### config.mk
export PLATFORM = sky130hd
export DESIGN_NAME = vid_timing_gen
export DESIGN_NICKNAME = d
export VERILOG_FILES = /design/src/rtl/vid_pkg.sv /design/src/rtl/vid_pix_div.sv /design/src/rtl/vid_timing_gen.sv
export SDC_FILE = /design/constraint.sdc
export NUM_CORES = 1
export LEC_CHECK = 0
export ABC_AREA = 0
export BUFFER_PORTS_ARGS = -buffer_cell sky130_fd_sc_hd__buf_2
export CAP_MARGIN = 20
export CORE_MARGIN = 10
export CORE_UTILIZATION = 35
export CTS_CLUSTER_DIAMETER = 120
export CTS_CLUSTER_SIZE = 10
export DETAILED_ROUTE_END_ITERATION = 8
export HOLD_SLACK_MARGIN = 0.1
export PLACE_DENSITY_LB_ADDON = 0.08
export RECOVER_POWER = 25
export REMOVE_ABC_BUFFERS = 1
export SLEW_MARGIN = 20
export SYNTH_ARGS = -nofsm -noshare
export SYNTH_HDL_FRONTEND = slang
export SYNTH_SLANG_ARGS = --single-unit
export TNS_END_PERCENT = 10
### constraint.sdc
create_clock -name i_clk -period 4.9 [get_ports i_clk]
set_clock_uncertainty 0.1 [all_clocks]
set_input_delay 0.98 -clock i_clk [delete_from_list [all_inputs] [get_ports i_clk]]
set_output_delay 0.98 -clock i_clk [all_outputs]
set_load 0.01 [all_outputs]
### src/rtl/vid_pkg.sv
// Shared widths, timing-register bundle and FSM states for the display timing generator.
// Helpers keep the window/wrap arithmetic identical wherever counters are compared.
package vid_pkg;

  localparam int CW   = 13;
  localparam int PW   = 6;
  localparam int CDW  = 8;
  localparam int PIXW = 3 * CDW;

  typedef struct packed {
    logic [CW-1:0] hsize;
    logic [CW-1:0] hend;
    logic [CW-1:0] hsync_start;
    logic [CW-1:0] hsync_end;
    logic [CW-1:0] vsize;
    logic [CW-1:0] vend;
    logic [CW-1:0] vsync_start;
    logic [CW-1:0] vsync_end;
    logic [PW-1:0] pcnt;
  } timing_cfg_t;

  typedef enum logic [1:0] {
    DISABLED = 2'd0,
    LOAD     = 2'd1,
    RUN      = 2'd2
  } vtg_state_e;

  // Half-open window [lo,hi); lo==hi yields an empty window.
  function automatic logic in_window(input logic [CW-1:0] cnt,
                                     input logic [CW-1:0] lo,
                                     input logic [CW-1:0] hi);
    return (cnt >= lo) && (cnt < hi);
  endfunction

  function automatic logic [CW-1:0] wrap_inc(input logic [CW-1:0] cnt,
                                             input logic [CW-1:0] total);
    return (cnt == total - CW'(1)) ? '0 : cnt + CW'(1);
  endfunction

endpackage

### src/rtl/vid_pix_div.sv
// Pixel-clock divider: o_tick is combinational, high one clock in every pcnt+1 while running.
// No backpressure; leaving run clears the phase so the first tick lands pcnt clocks after restart.
module vid_pix_div
  import vid_pkg::*;
(
  input  logic          i_clk,
  input  logic          i_reset,
  input  logic          i_run,
  input  logic [PW-1:0] i_pcnt,
  output logic          o_tick
);

  logic [PW-1:0] r_divcnt;

  assign o_tick = i_run && (r_divcnt == i_pcnt);

  always_ff @(posedge i_clk) begin
    if (i_reset || !i_run || o_tick) begin
      r_divcnt <= '0;
    end else begin
      r_divcnt <= r_divcnt + PW'(1);
    end
  end

endmodule

### src/rtl/vid_timing_gen.sv
// Display timing generator: h/v counters, sync/blank strobes, RGB from a show-ahead FIFO.
// Outputs lag their counter value by 1 clk and hold between ticks; an empty FIFO never stalls, it flags underflow.
module vid_timing_gen
  import vid_pkg::*;
(
  input  logic            i_clk,
  input  logic            i_reset,
  input  logic            i_en,
  input  logic [PW-1:0]   i_pcnt,
  input  logic [CW-1:0]   i_hsize,
  input  logic [CW-1:0]   i_hend,
  input  logic [CW-1:0]   i_hsync_start,
  input  logic [CW-1:0]   i_hsync_end,
  input  logic [CW-1:0]   i_vsize,
  input  logic [CW-1:0]   i_vend,
  input  logic [CW-1:0]   i_vsync_start,
  input  logic [CW-1:0]   i_vsync_end,
  input  logic            i_fifo_empty,
  input  logic [PIXW-1:0] i_fifo_rdata,
  output logic            o_fifo_rd,
  input  logic            i_underflow_clr,
  output logic            o_hsync,
  output logic            o_hblank,
  output logic            o_vsync,
  output logic            o_vblank,
  output logic [CDW-1:0]  o_r,
  output logic [CDW-1:0]  o_g,
  output logic [CDW-1:0]  o_b,
  output logic            o_line_req,
  output logic            o_frame_start,
  output logic            o_underflow
);

  vtg_state_e  r_state;
  vtg_state_e  w_state_nxt;
  timing_cfg_t r_cfg;
  timing_cfg_t w_cfg_in;

  logic [CW-1:0] r_hcnt;
  logic [CW-1:0] r_vcnt;
  logic [CW-1:0] w_hcnt_nxt;
  logic [CW-1:0] w_vcnt_nxt;

  logic w_run;
  logic w_tick;
  logic w_active;
  logic w_hwrap;
  logic w_frame_wrap;
  logic w_uf_set;
  logic w_line_req_nxt;

  assign w_cfg_in = '{
    hsize:       i_hsize,
    hend:        i_hend,
    hsync_start: i_hsync_start,
    hsync_end:   i_hsync_end,
    vsize:       i_vsize,
    vend:        i_vend,
    vsync_start: i_vsync_start,
    vsync_end:   i_vsync_end,
    pcnt:        i_pcnt
  };

  always_comb begin
    w_state_nxt = r_state;
    case (r_state)
      DISABLED: if (i_en) w_state_nxt = LOAD;
      LOAD:     w_state_nxt = i_en ? RUN : DISABLED;
      RUN:      if (!i_en) w_state_nxt = DISABLED;
      default:  w_state_nxt = DISABLED;
    endcase
  end

  always_ff @(posedge i_clk) begin
    if (i_reset) begin
      r_state <= DISABLED;
    end else begin
      r_state <= w_state_nxt;
    end
  end

  // Dropping en is honoured on the same clock, so nothing is popped or counted then.
  assign w_run = (r_state == RUN) && i_en;

  vid_pix_div u_pix_div (
    .i_clk   (i_clk),
    .i_reset (i_reset),
    .i_run   (w_run),
    .i_pcnt  (r_cfg.pcnt),
    .o_tick  (w_tick)
  );

  assign w_active       = (r_hcnt < r_cfg.hsize) && (r_vcnt < r_cfg.vsize);
  assign w_hwrap        = (r_hcnt == r_cfg.hend - CW'(1));
  assign w_frame_wrap   = w_hwrap && (r_vcnt == r_cfg.vend - CW'(1));
  assign w_hcnt_nxt     = wrap_inc(r_hcnt, r_cfg.hend);
  assign w_vcnt_nxt     = wrap_inc(r_vcnt, r_cfg.vend);
  assign w_line_req_nxt = (r_hcnt == r_cfg.hsize) && (w_vcnt_nxt < r_cfg.vsize);
  assign w_uf_set       = w_run && w_tick && w_active && i_fifo_empty;
  assign o_fifo_rd      = w_run && w_tick && w_active && !i_fifo_empty;

  // Shadow registers: programming changes only take effect at a frame boundary.
  always_ff @(posedge i_clk) begin
    if (i_reset) begin
      r_cfg <= '0;
    end else if ((r_state == LOAD) || (w_run && w_tick && w_frame_wrap)) begin
      r_cfg <= w_cfg_in;
    end
  end

  always_ff @(posedge i_clk) begin
    if (i_reset || !w_run) begin
      r_hcnt <= '0;
      r_vcnt <= '0;
    end else if (w_tick) begin
      r_hcnt <= w_hcnt_nxt;
      if (w_hwrap) begin
        r_vcnt <= w_vcnt_nxt;
      end
    end
  end

  always_ff @(posedge i_clk) begin
    if (i_reset || !w_run) begin
      o_hsync       <= 1'b0;
      o_hblank      <= 1'b0;
      o_vsync       <= 1'b0;
      o_vblank      <= 1'b0;
      o_r           <= '0;
      o_g           <= '0;
      o_b           <= '0;
      o_frame_start <= 1'b0;
      o_underflow   <= 1'b0;
      // Line 0 is requested while loading so the fetch engine gets a head start.
      o_line_req    <= !i_reset && (r_state == LOAD) && i_en;
    end else begin
      o_line_req    <= 1'b0;
      o_frame_start <= 1'b0;
      if (w_uf_set) begin
        o_underflow <= 1'b1;
      end else if (i_underflow_clr) begin
        o_underflow <= 1'b0;
      end
      if (w_tick) begin
        o_hblank      <= !(r_hcnt < r_cfg.hsize);
        o_vblank      <= !(r_vcnt < r_cfg.vsize);
        o_hsync       <= in_window(r_hcnt, r_cfg.hsync_start, r_cfg.hsync_end);
        o_vsync       <= in_window(r_vcnt, r_cfg.vsync_start, r_cfg.vsync_end);
        {o_r, o_g, o_b} <= (w_active && !i_fifo_empty) ? i_fifo_rdata : '0;
        o_line_req    <= w_line_req_nxt;
        o_frame_start <= (r_hcnt == '0) && (r_vcnt == '0);
      end
    end
  end

endmodule

==> summary.txt <==
STA
  • Final min period: 4.14 ns
  • Max-slew violation count: 0
  • Measured slew at the worst slew-check pin: 1.10 ns
  • Final hold slack: 0.349 ns
  • Slew headroom: 0.269
  • RSZ-0062 raised after global routing: false
  • Setup violators final: 0
  • Crit share post-route: 0.844
  • Final worst setup slack: 0.764 ns
  • Upper clock frequency limit: 242 MHz
  • Final hold vios: 0

Yosys
  • Synth area leader: dfxtp_1
  • Post-synth top flop: dfxtp_1
  • Yosys reg bits: 175
  • Mapped cell area: 9670 sq um
  • Sequential share of the synthesized area: 0.362
  • Avg Cell Area, Syn: 7.99 sq um
  • Post-Syn Instances: 1211
  • Fraction of registers with async set/reset: 0
  • Area share of the largest cell type after synthesis: 0.362
  • Largest cells by area after synthesis: dfxtp_1, ha_1, nand2_1
  • Commonest cells in the netlist: nand2_1, dfxtp_1, a21oi_1
  • Most frequent cell after synthesis: nand2_1
  • Synth Warn #: 0
  • Unique masters post-synth: 65
  • Number of flops mapped to enable cells by yosys: 0

Drt
  • DR WL/cell: 16.3 um
  • Pre-Repair DR Iteration Count: 5
  • Total Routed Length: 28300 um
  • Residual DRC count: 0
  • Total number of vias: 8449
  • Via density: 4.86
  • Post-route ant nets: 0
  • Initial detailed-routing violation count: 472

Final layout
  • FF+latch area: 3500 sq um
  • Multi-input gate area: 5550 sq um
  • Fillers: 2830
  • Layout cells sized above 1: 0.146
  • Final nets: 1587
  • Layout Area Growth over Synthesis: 17.5%
  • # diodes: 0

Die
  • Initial core utilization: 0.357
  • Die X: 186 um
  • Core Rows: 60
  • Die area: 34700 sq um
  • Core ar.: 27100 sq um
  • Top Ports: 171
  • DIE HEIGHT: 186 um

Worst setup path
  • Crit Path Class: reg2out
  • CP dominant cell by count: a21o_1
  • CP arrival: 3.06 ns
  • CP Capture Type: output port
  • Reg2reg path depth: 13
  • Max incr delay on CP: 0.60 ns
  • Startpoint type of the worst setup path: flip-flop
  • CP Cell Sequence: ha_1 > a21o_1 > a21o_1 > a21o_1 > o21ai_0 > a21oi_1 > or4_1 > nor3_1 > buf_2
  • CP Max Fanout: 9
  • Slack of the worst reg-to-reg path: 1.06 ns
  • Reg-to-Reg End: o_line_req
  • FF-to-FF Start: r_cfg[34]
  • Slowest CP cell: dfxtp_1
  • Critical path required time: 3.82 ns
  • Cell family with most CP delay: simple AND/OR/NAND/NOR gates
  • Crit path buffers/inverters: 1

Global route
  • GR Util All Layers: 0.161
  • Largest net degree at the start of global routing: 62
  • Total grt overflow: 0
  • First-pass GRT wire length: 44500 um
  • Vias in the first global route: 8079
  • Initial antenna violation count: 1

CTS
  • # H-tree levels: 4
  • Clock Latency Late Sink: 0.43 ns
  • Clk root buf: clkbuf_16
  • CTS Hold Bufs: 0
  • Clock slew at reported path FFs: 0.07 ns
  • Post-CTS Setup Inserts: 0
  • CTS sink cnt: 175
  • Count of cells resized by post-cts repair: 0
  • TritonCTS Buffers: 17
  • CTS tree: yes
  • Bufs on Longest Clock Path: 2

Place
  • Final GP Congestion: 0.834
  • Buffers on Ports: 170
  • HPWL after DPL: 20800 um
  • Setup WS pre-CTS: 1.01 ns

Power and ir drop
  • Worst IR Drop VDD: 0.178 mV
  • PD cells: 283 nW/um^2
  • Total power draw: 0.00321 W
  • Leakage Power: 4.58 nW

Min path
  • Hold Path Class: reg2reg
  • Hold Path Depth: 2
  • Hold Startpoint: r_cfg[50]
  • Hold path endpoint: r_cfg[50]

Job
  • Max Cap Violations: 0

Status
  • Outcome: completed
-- final cells by class --
| type | count | share of cell area |
|---|---|---|
| Inverter | 101 | 0.0334 |
| Tap cell | 372 | 0.0410 |
| Clock inverter | 13 | 0.00925 |
| Clock buffer | 19 | 0.0390 |
| Sequential cell | 175 | 0.308 |
| Timing Repair Buffer | 182 | 0.0811 |
| Multi-Input combinational cell | 877 | 0.488 |
-- tightest hold or removal path: stages, from the launching register on --
cell,delay [ns]
dfxtp_1,0.31
nand2_1,0.05
a21oi_1,0.05
-- registers in the layout, indices dropped and copies added, names as in the netlist --
name,count
r_hcnt,13
r_state,2
o_r,8
o_hblank,1
o_hsync,1
o_underflow,1
r_vcnt,13
o_vblank,1
o_g,8
o_b,8
o_vsync,1
o_line_req,1
r_cfg,110
o_frame_start,1
u_pix_div.r_divcnt,6
-- kinds of logic (layout without fill, tap and decap cells) --
logic type      Yosys count  after routing  share of synthesized area
compound gates          278            278                      0.179
xor+xnor                 59             59                     0.0534
fa+ha+maj                94             94                      0.122
buf+inv                 159            315                     0.0679
flops                   175            175                      0.362
mux                       2              2                    0.00207
simple gates            444            444                      0.214
-- how the worst max path moves through the flow --
stage	from	to	depth (start not counted)
after CTS	r_hcnt[6]	o_fifo_rd	9
final	r_hcnt[6]	o_fifo_rd	9
after global routing	r_hcnt[6]	o_fifo_rd	9
after detailed placement	r_cfg[84]	r_cfg[87]	11
after global placement	r_cfg[34]	o_line_req	12
after floorplan	r_cfg[84]	r_cfg[0]	10
-- report_power, final --
part | switching (W) | total, W | internal [W] | leakage (nW)
Combinational | 0.000224 | 0.000398 | 0.000173 | 2.89
Sequential | 0.0000359 | 0.00150 | 0.00146 | 1.42
Clock | 0.000640 | 0.00131 | 0.000675 | 0.263
Total | 0.000900 | 0.00321 | 0.00231 | 4.58
-- placed cells by master, fill, tap and decap left out, types with 10 or more instances in the layout --
cell type  count
clkbuf_1      34
clkbuf_16     17
xnor2_1       32
nand4_1       14
nor2_1        60
inv_1        101
nor2b_1       10
dfxtp_1      175
nor3_1        14
nor4_1        11
buf_2        138
nand2b_1      14
nand2_1      245
a21oi_1      145
xor2_1        27
a22o_1        25
o21ai_0       35
nand3_1       20
a21o_1        19
and3_1        15
ha_1          94
-- metal layers --
layer	wire, um	vias to the layer above	track usage
met5	0	-	0
met1	15200	3825	0.241
li1	-	4428	-
met4	255	0	0.0384
met2	11400	183	0.231
met3	1450	13	0.0283
-- through the flow --
stage	TNS (ns)	std cells	instance area, sq um	utilization
after CTS	0	1739	11400	0.421
final	0	1739	11400	0.419
after global placement	0	1707	10900	0.401
after floorplan	-138.69	1153	9390	-
after global routing	0	1739	11400	0.419
after detailed placement	0	1707	10900	0.401
Power figures use the tool's default switching activity.
